$ cat src/rtl/regfile_dump.sv
// regfile_dump: debug read-out engine for the processor register file.
// Walks every register index through a combinational read port and streams
// each captured word out on a valid/ready interface together with its index.
// Optional feature: define REGDUMP_CHECKSUM_EN to append an XOR checksum word
// (index NUM_REGS) after the last register.
module regfile_dump #(
    parameter int NUM_REGS = 32,
    parameter int ADDR_W   = 5,
    parameter int DATA_W   = 32
) (
    input  logic              clk,
    input  logic              reset,
    input  logic              start,
    output logic [ADDR_W-1:0] rd_addr,
    input  logic [DATA_W-1:0] rd_data,
    output logic              out_valid,
    input  logic              out_ready,
    output logic [DATA_W-1:0] out_data,
    output logic [ADDR_W:0]   out_index,
    output logic              out_last,
    output logic              busy,
    output logic              done
);

`ifdef REGDUMP_CHECKSUM_EN
    typedef enum logic [1:0] {S_IDLE = 2'd0, S_SEND = 2'd1, S_CSUM = 2'd2} state_t;
`else
    typedef enum logic [1:0] {S_IDLE = 2'd0, S_SEND = 2'd1} state_t;
`endif

    // Index of the last register word, and of the word that carries out_last.
    localparam logic [ADDR_W:0] LAST_REG  = (ADDR_W+1)'(NUM_REGS - 1);
`ifdef REGDUMP_CHECKSUM_EN
    localparam logic [ADDR_W:0] FINAL_IDX = (ADDR_W+1)'(NUM_REGS);
`else
    localparam logic [ADDR_W:0] FINAL_IDX = LAST_REG;
`endif
    localparam logic [ADDR_W:0] PTR_ONE   = (ADDR_W+1)'(1);

    state_t              state_q, state_d;
    logic [ADDR_W:0]     ptr_q, ptr_d;
    logic                valid_q, valid_d;
    logic [DATA_W-1:0]   data_q, data_d;
    logic [ADDR_W:0]     index_q, index_d;
    logic                done_q, done_d;
    logic                fire;
`ifdef REGDUMP_CHECKSUM_EN
    logic [DATA_W-1:0]   acc_q, acc_d;
`endif

    assign fire = valid_q & out_ready;

    // Next-state logic: capture rd_data for the word at ptr on each accepted handshake.
    always_comb begin
        state_d = state_q;
        ptr_d   = ptr_q;
        valid_d = valid_q;
        data_d  = data_q;
        index_d = index_q;
        done_d  = 1'b0;
`ifdef REGDUMP_CHECKSUM_EN
        acc_d   = acc_q;
`endif
        case (state_q)
            S_IDLE: begin
                ptr_d   = '0;
                valid_d = 1'b0;
                if (start) begin
                    // rd_addr is 0 in IDLE, so rd_data is register 0 here.
                    data_d  = rd_data;
                    index_d = '0;
                    valid_d = 1'b1;
                    ptr_d   = PTR_ONE;
                    state_d = S_SEND;
`ifdef REGDUMP_CHECKSUM_EN
                    acc_d   = '0;
`endif
                end
            end
            S_SEND: begin
                if (fire) begin
`ifdef REGDUMP_CHECKSUM_EN
                    acc_d = acc_q ^ data_q;
`endif
                    if (index_q < LAST_REG) begin
                        data_d  = rd_data;
                        index_d = ptr_q;
                        ptr_d   = ptr_q + PTR_ONE;
                    end else begin
`ifdef REGDUMP_CHECKSUM_EN
                        // Checksum includes the final register word being accepted now.
                        data_d  = acc_q ^ data_q;
                        index_d = FINAL_IDX;
                        state_d = S_CSUM;
`else
                        valid_d = 1'b0;
                        done_d  = 1'b1;
                        ptr_d   = '0;
                        state_d = S_IDLE;
`endif
                    end
                end
            end
`ifdef REGDUMP_CHECKSUM_EN
            S_CSUM: begin
                if (fire) begin
                    valid_d = 1'b0;
                    done_d  = 1'b1;
                    ptr_d   = '0;
                    state_d = S_IDLE;
                end
            end
`endif
            default: begin
                state_d = S_IDLE;
                ptr_d   = '0;
                valid_d = 1'b0;
            end
        endcase
    end

    // State and datapath registers; reset returns every output to its idle value.
    always_ff @(posedge clk) begin
        if (reset) begin
            state_q <= S_IDLE;
            ptr_q   <= '0;
            valid_q <= 1'b0;
            data_q  <= '0;
            index_q <= '0;
            done_q  <= 1'b0;
`ifdef REGDUMP_CHECKSUM_EN
            acc_q   <= '0;
`endif
        end else begin
            state_q <= state_d;
            ptr_q   <= ptr_d;
            valid_q <= valid_d;
            data_q  <= data_d;
            index_q <= index_d;
            done_q  <= done_d;
`ifdef REGDUMP_CHECKSUM_EN
            acc_q   <= acc_d;
`endif
        end
    end

    // ptr may reach NUM_REGS; the top bit is dropped so the read stays in range.
    assign rd_addr   = ptr_q[ADDR_W-1:0];
    assign out_valid = valid_q;
    assign out_data  = data_q;
    assign out_index = index_q;
    assign out_last  = valid_q & (index_q == FINAL_IDX);
    assign busy      = (state_q != S_IDLE);
    assign done      = done_q;

endmodule

$ cat config.mk
export PLATFORM = sky130hd
export DESIGN_NAME = regfile_dump
export DESIGN_NICKNAME = d
export VERILOG_FILES = /design/src/rtl/regfile_dump.sv
export SDC_FILE = /design/constraint.sdc
export NUM_CORES = 1
export LEC_CHECK = 0
export BUFFER_PORTS_ARGS = -buffer_cell sky130_fd_sc_hd__buf_2
export CAP_MARGIN = 20
export CORE_MARGIN = 2
export CORE_UTILIZATION = 47
export CTS_BUF_LIST = sky130_fd_sc_hd__clkbuf_8
export DETAILED_ROUTE_END_ITERATION = 8
export PLACE_DENSITY = 0.77
export SKIP_CTS_REPAIR_TIMING = 1
export SYNTH_ARGS = -nofsm -noshare
export SYNTH_HDL_FRONTEND = slang
export SYNTH_SLANG_ARGS = --single-unit
$ cat constraint.sdc
create_clock -name clk -period 1.75 [get_ports clk]
set_input_delay 0 -clock clk [delete_from_list [all_inputs] [get_ports clk]]
set_output_delay 0 -clock clk [all_outputs]
set_load 0.02 [all_outputs]
# Word level (Yosys, flattened, before mapping)
# Index checks and enable logic that the tools add are counted.
dict set report word_totals {
  reg_bits 48
  elab_cells 46
}
dict set report classes {
  add_sub_neg 1
  n_lt_le_gt_ge 1
  n_eq_ne 6
  muxes 21
  bitwise_logic 4
  reduce_logical 7
}
# op n
set op_table {}
lappend op_table {{$mux W32} 3}
lappend op_table {{$pmux W32 S2} 1}
lappend op_table {{$mux W6} 5}
lappend op_table {{$pmux W6 S2} 2}
lappend op_table {{$ne A2 B2 Y1 const B} 4}
lappend op_table {{$add A6 B1 Y6 const B} 1}
lappend op_table {{$eq A6 B5 Y1 const B} 1}
lappend op_table {{$lt A6 B5 Y1 const B} 1}
lappend op_table {{$mux W2} 3}
lappend op_table {{$mux W1} 5}
lappend op_table {{$pmux W2 S2} 1}
lappend op_table {{$reduce_and A4 Y1} 1}
lappend op_table {{$reduce_bool A2 Y1} 2}
lappend op_table {{$reduce_and A3 Y1} 1}
lappend op_table {{$reduce_or A3 Y1} 1}
lappend op_table {{$and A1 B1 Y1} 2}
lappend op_table {{$eq A2 B1 Y1 const B} 1}
lappend op_table {{$logic_not A2 Y1} 1}
lappend op_table {{$not A1 Y1} 2}
lappend op_table {{$pmux W1 S2} 1}
lappend op_table {{$reduce_and A2 Y1} 1}

# Longest topological paths before layout
dict set report depth {
  depth_word 4
  mapped_depth 6
}

# Worst setup path before layout
# Ideal clock, no wire load.
dict set report synth_path {
  path_type {reg-to-reg}
  from {register state_q[0]}
  to {register data_q[0], in the netlist out_data[0]}
  t_arrival_ps 1404
  setup_slack_ps 275
  path_stages_with_launch 7
  path_buffers 3
  path_cell_list {dfxtp_1 nand2b_1 buf_2 nor2b_1 buf_2 buf_6 mux2i_1}
}
dict set report synth_via {
  elab_chain_cells 3
  elab_cells_between_ends 8
}
# element line
set synth_rtl {}
lappend synth_rtl {{start, declared} 40} ;# state_t state_q, state_d;
lappend synth_rtl {{start signal, assigned} 135} ;# state_q <= state_d;
lappend synth_rtl {{$eq A2 B1 Y1 / $logic_not A2 Y1 (equally long branches)} 64} ;# case (state_q)
lappend synth_rtl {{$ne A2 B2 Y1 (no line) / $reduce_bool A2 Y1 (equally long branches)} --}
lappend synth_rtl {{$reduce_and A4 Y1 (no line)} --}
lappend synth_rtl {{end signal, assigned} 138} ;# data_q <= data_d;
lappend synth_rtl {{end, declared} 43} ;# logic [DATA_W-1:0] data_q, data_d;
# Parallel ways exist; a longest one is shown, timed or not.
# A chain may end at the register's enable or synchronous reset.

# Final worst setup path
dict set report layout_path {
  from {register index_q[3], in the netlist out_index[3]}
  to {register data_q[13], in the netlist out_data[13]}
}
dict set report layout_via {
  elab_chain_cells 3
}
# element line
set layout_rtl {}
lappend layout_rtl {{start, declared} 44} ;# logic [ADDR_W:0] index_q, index_d;
lappend layout_rtl {{start signal, assigned} 139} ;# index_q <= index_d;
lappend layout_rtl {{$lt A6 B5 Y1} 85} ;# if (index_q < LAST_REG) begin
lappend layout_rtl {{$ne A2 B2 Y1 (no line)} --}
lappend layout_rtl {{$reduce_and A4 Y1 (no line)} --}
# Every way passes these cells.

==> flow_summary.rst <==
.. list-table::
   :header-rows: 1

   * - Metric
     - Value
   * - Run status
     - finished, violations left
   * - Violated checks
     - hold timing
   * - Die Ht
     - approximately 70 um
   * - Type of the worst min-delay path
     - input pin to flop
   * - Critical Path Source Type
     - flop
   * - Total buffers and inverters traversed by the critical path
     - 1
   * - # setup viols final
     - 0
   * - Number of enable flip-flop cells after synthesis
     - 0
   * - Count of port buffers added during placement
     - about 80
   * - Mean Syn Cell Area
     - between 9 and 10 um2
   * - Relative area change from synthesis to final layout
     - 42.8%
   * - Post-placement worst setup slack
     - 0.0748 ns
   * - Final-report max-slew violation count
     - 0
   * - Initial standard-cell utilization of the core
     - 49.0%
   * - Cells on worst reg2reg path
     - 5
   * - Leakage
     - 0.00147 uW
   * - Critical Path End Type
     - flop
   * - Clock Sink Count
     - 47
   * - Detailed Route WL
     - 5020 um
   * - Post-synthesis adder-cell area fraction
     - less than 1%
   * - Worst Hold Launch
     - out_ready
   * - Dominant synthesized flop cell
     - sky130_fd_sc_hd__dfxtp_1
   * - Met2 track demand over resource
     - 29.0%
   * - Most common library cells after synthesis
     - 65 x sky130_fd_sc_hd__nand2b_1, 47 x sky130_fd_sc_hd__dfxtp_1, 33 x sky130_fd_sc_hd__mux2i_1
   * - Ratio of final minimum period to clock period
     - 92.7%
   * - Clk slew on worst S/H paths
     - approximately 0.090 ns
   * - Global routing met3 resource utilization
     - around 5.6%
   * - Net count of the finished layout
     - ~380
   * - Count of nets left with antenna violations after detail routing
     - 0
   * - Register bit count reported by yosys
     - 47
   * - Met1 GRT Util
     - 21.2%
   * - Crit-path max FO
     - 22
   * - Global-route wire length before repair
     - 7180 um
   * - TritonCTS clock tree
     - done
   * - Pin count of the biggest net entering global routing
     - 48
   * - Total number of vias
     - between 1500 and 2000
   * - Count of cell types in the netlist
     - 25
   * - DIE AREA
     - 5090 um2
   * - Via count of the first global-routing pass
     - between 1500 and 2000
   * - Max stage delay on crit path
     - 0.40 ns
   * - Most frequently used cell type in the post-synthesis netlist
     - sky130_fd_sc_hd__nand2b_1
   * - Row cnt
     - 24
   * - Post-detailed-placement half-perimeter wirelength
     - 3200 um
   * - Fill cell total of the finished layout
     - 338
   * - Arrival time at the worst endpoint
     - 1.85 ns
   * - Post-synthesis instance area
     - approximately 2100 um2
   * - Drt initial violations
     - 55
   * - Setup repair after global routing missed its margin
     - false
   * - Max cap viols
     - 0
   * - Worst slew margin relative to its limit
     - between 50% and 60%
   * - Die W
     - 71.4 um
   * - Cell depth of the worst hold path
     - 3
   * - Clock buffer depth
     - 2
   * - Cell type with the highest aggregate area in the netlist
     - sky130_fd_sc_hd__dfxtp_1
   * - Worst vdd ir
     - roughly 0.00049 V
   * - Worst-skew pair later-pin latency
     - 0.30 ns
   * - Synth Net Count
     - 260
   * - Simple logic cell fraction of the synthesized area
     - 28.4%
   * - Overall power consumption
     - 2270 uW
   * - Total power density per cell area
     - 747 nW/um2
   * - H-tree levels
     - 2
   * - Most used routing layer in global routing
     - met2
   * - Worst-case clock skew
     - 0.00472 ns
   * - Multiplexer share of the synthesized area
     - 15.5%
   * - RR Startpoint
     - out_index[3]
   * - Area fraction in compound gates after synthesis
     - 5.34%
   * - Buffer cell driving the clock tree root
     - sky130_fd_sc_hd__clkbuf_8
   * - Total global routing track utilization
     - 17.5%
   * - Fraction of registers with async set/reset
     - 0%
   * - Crit path max-delay cell type
     - sky130_fd_sc_hd__nor2b_4
   * - Remaining Overflow, GRT
     - 0
   * - Final number of hold-violating endpoints
     - 1
   * - Category of cells accounting for the largest share of critical-path delay
     - simple AND/OR/NAND/NOR gates
   * - Number of iterations in the first detailed-routing pass
     - 4
   * - Chain of cells forming the critical path
     - and4_4, a211oi_4, nor2b_4, buf_12, mux2i_1
   * - N_diodes
     - 0
   * - Post-DR wirelength/cell
     - 12.8 um
   * - Top cells by area, synth
     - sky130_fd_sc_hd__dfxtp_1 44%, sky130_fd_sc_hd__nand2b_1 19%, sky130_fd_sc_hd__mux2i_1 15%, sky130_fd_sc_hd__nand2_1 2.5%, sky130_fd_sc_hd__nand3b_1 2.5%
   * - Sequential element share of the synthesized area
     - 44.1%
   * - Xor and xnor area share after synthesis
     - 0%
   * - Area share of the largest cell type after synthesis
     - ~44%
   * - Worst EP required
     - roughly 2 ns
   * - TritonCTS buffer count
     - 5
   * - Max frequency
     - 0.617 GHz
   * - I/O pin cnt
     - slightly above 80
   * - Transition time at the pin with the least slew margin
     - between 0.6 and 0.7 ns
   * - Floorplan core area
     - 4350 um2
   * - Dominant combinational cell family by area after synthesis
     - simple AND/OR/NAND/NOR gates
   * - Setup slack after layout
     - between 0.1 and 0.15 ns
   * - Depth of the critical timing path with buffers and inverters included
     - 5
   * - Area of placed instances
     - 2620 um2
   * - Synthesis warning total
     - 0
   * - Final standard cell area without fillers
     - 3040 um2
   * - Last weighted congestion value of the routability-driven placer
     - 0.768
   * - Minimum period implied by the final worst setup slack
     - 1.62 ns
   * - Initial antenna violation count
     - 0
   * - Critical path startpoint
     - out_index[3]
   * - Average vias per placed instance
     - around 4.9
   * - Post-placement cell count
     - 351
   * - Worst setup path class
     - flop to flop
   * - Synthesized instance count
     - 223
   * - Worst hold-check slack
     - -0.0352 ns
   * - Fraction of final layout cells sized beyond drive strength 1
     - 31.6%
   * - Non-Filler Instances
     - approximately 400
   * - DRC violations left
     - 0
[layer usage]
| layer | vias to the layer above | wire [um] |
|---|---|---|
| li1 | 958 | - |
| met1 | 879 | 2140 |
| met2 | 53 | 2510 |
| met3 | 9 | 283 |
| met4 | 0 | 81 |
| met5 | - | 0 |
[sequential cells by signal, indices dropped and copies added, names as in the netlist]
signal,flops
out_data,32
out_index,6
ptr_q,6
done,1
out_valid,1
state_q,1
[path summary, 6_finish.rpt]
check	to	slack, ns
worst max register to register	out_data[13]	0.13
worst min-delay path	done	-0.04
worst max-delay path	out_data[13]	0.13
worst min register to register	out_data[30]	0.48
[placed cells by master (no fill, tap or decap), types with 2 or more instances in the layout]
cell	count
sky130_fd_sc_hd__a22oi_1	2
sky130_fd_sc_hd__dfxtp_1	47
sky130_fd_sc_hd__nand2b_1	65
sky130_fd_sc_hd__mux2i_1	33
sky130_fd_sc_hd__buf_2	82
sky130_fd_sc_hd__nand2_1	14
sky130_fd_sc_hd__buf_12	2
sky130_fd_sc_hd__a31oi_1	5
sky130_fd_sc_hd__nor2_1	4
sky130_fd_sc_hd__a21oi_1	8
sky130_fd_sc_hd__dlygate4sd3_1	32
sky130_fd_sc_hd__clkbuf_8	5
sky130_fd_sc_hd__clkinvlp_4	2
sky130_fd_sc_hd__buf_4	11
sky130_fd_sc_hd__nand3_1	6
sky130_fd_sc_hd__nand3b_1	7
sky130_fd_sc_hd__inv_1	2
[final cells by class]
| type | instances | area (um2) | share of cell area, % |
|---|---|---|---|
| multi-input combinational | 154 | 1080 | 35.4 |
| sequential | 47 | 941 | 30.9 |
| timing repair buffer | 128 | 865 | 28.4 |
| clock buffer | 5 | 68.8 | 2.26 |
| tap | 52 | 65.1 | 2.14 |
| clock inverter | 3 | 20.0 | 0.658 |
| inverter | 2 | 7.51 | 0.247 |
[cell families after synthesis]
kind of cell,after synthesis
AO/OA/AOI/OAI,18
adder cells (fa/ha/maj),1
buffers and inverters,22
flip-flops,47
multiplexers,33
AND/OR/NAND/NOR,102
[where the power goes]
part,internal [uW],switching [uW]
clock network,278,366
logic,230,235
registers,1130,33.1
total,1640,634
[through the flow]
| step | hold WS [ns] | utilization [%] | setup TNS (ns) |
|---|---|---|---|
| after floorplan | 0.141 | - | 0 |
| after global placement | 0.256 | 59.8 | -5.26 |
| after detailed placement | 0.265 | 60.3 | 0 |
| after CTS | -0.0662 | 62.3 | 0 |
| after global routing | 0.00211 | 69.9 | 0 |
| final | -0.0352 | 69.9 | 0 |
[worst register-to-register path: stages, from the launching register on]
cell and delay [ns]:
sky130_fd_sc_hd__dfxtp_1 0.35, sky130_fd_sc_hd__and4_4 0.24, sky130_fd_sc_hd__a211oi_4 0.08, sky130_fd_sc_hd__nor2b_4 0.40, sky130_fd_sc_hd__buf_12 0.26, sky130_fd_sc_hd__mux2i_1 0.23
No activity file was read; power rests on OpenSTA's default activity.
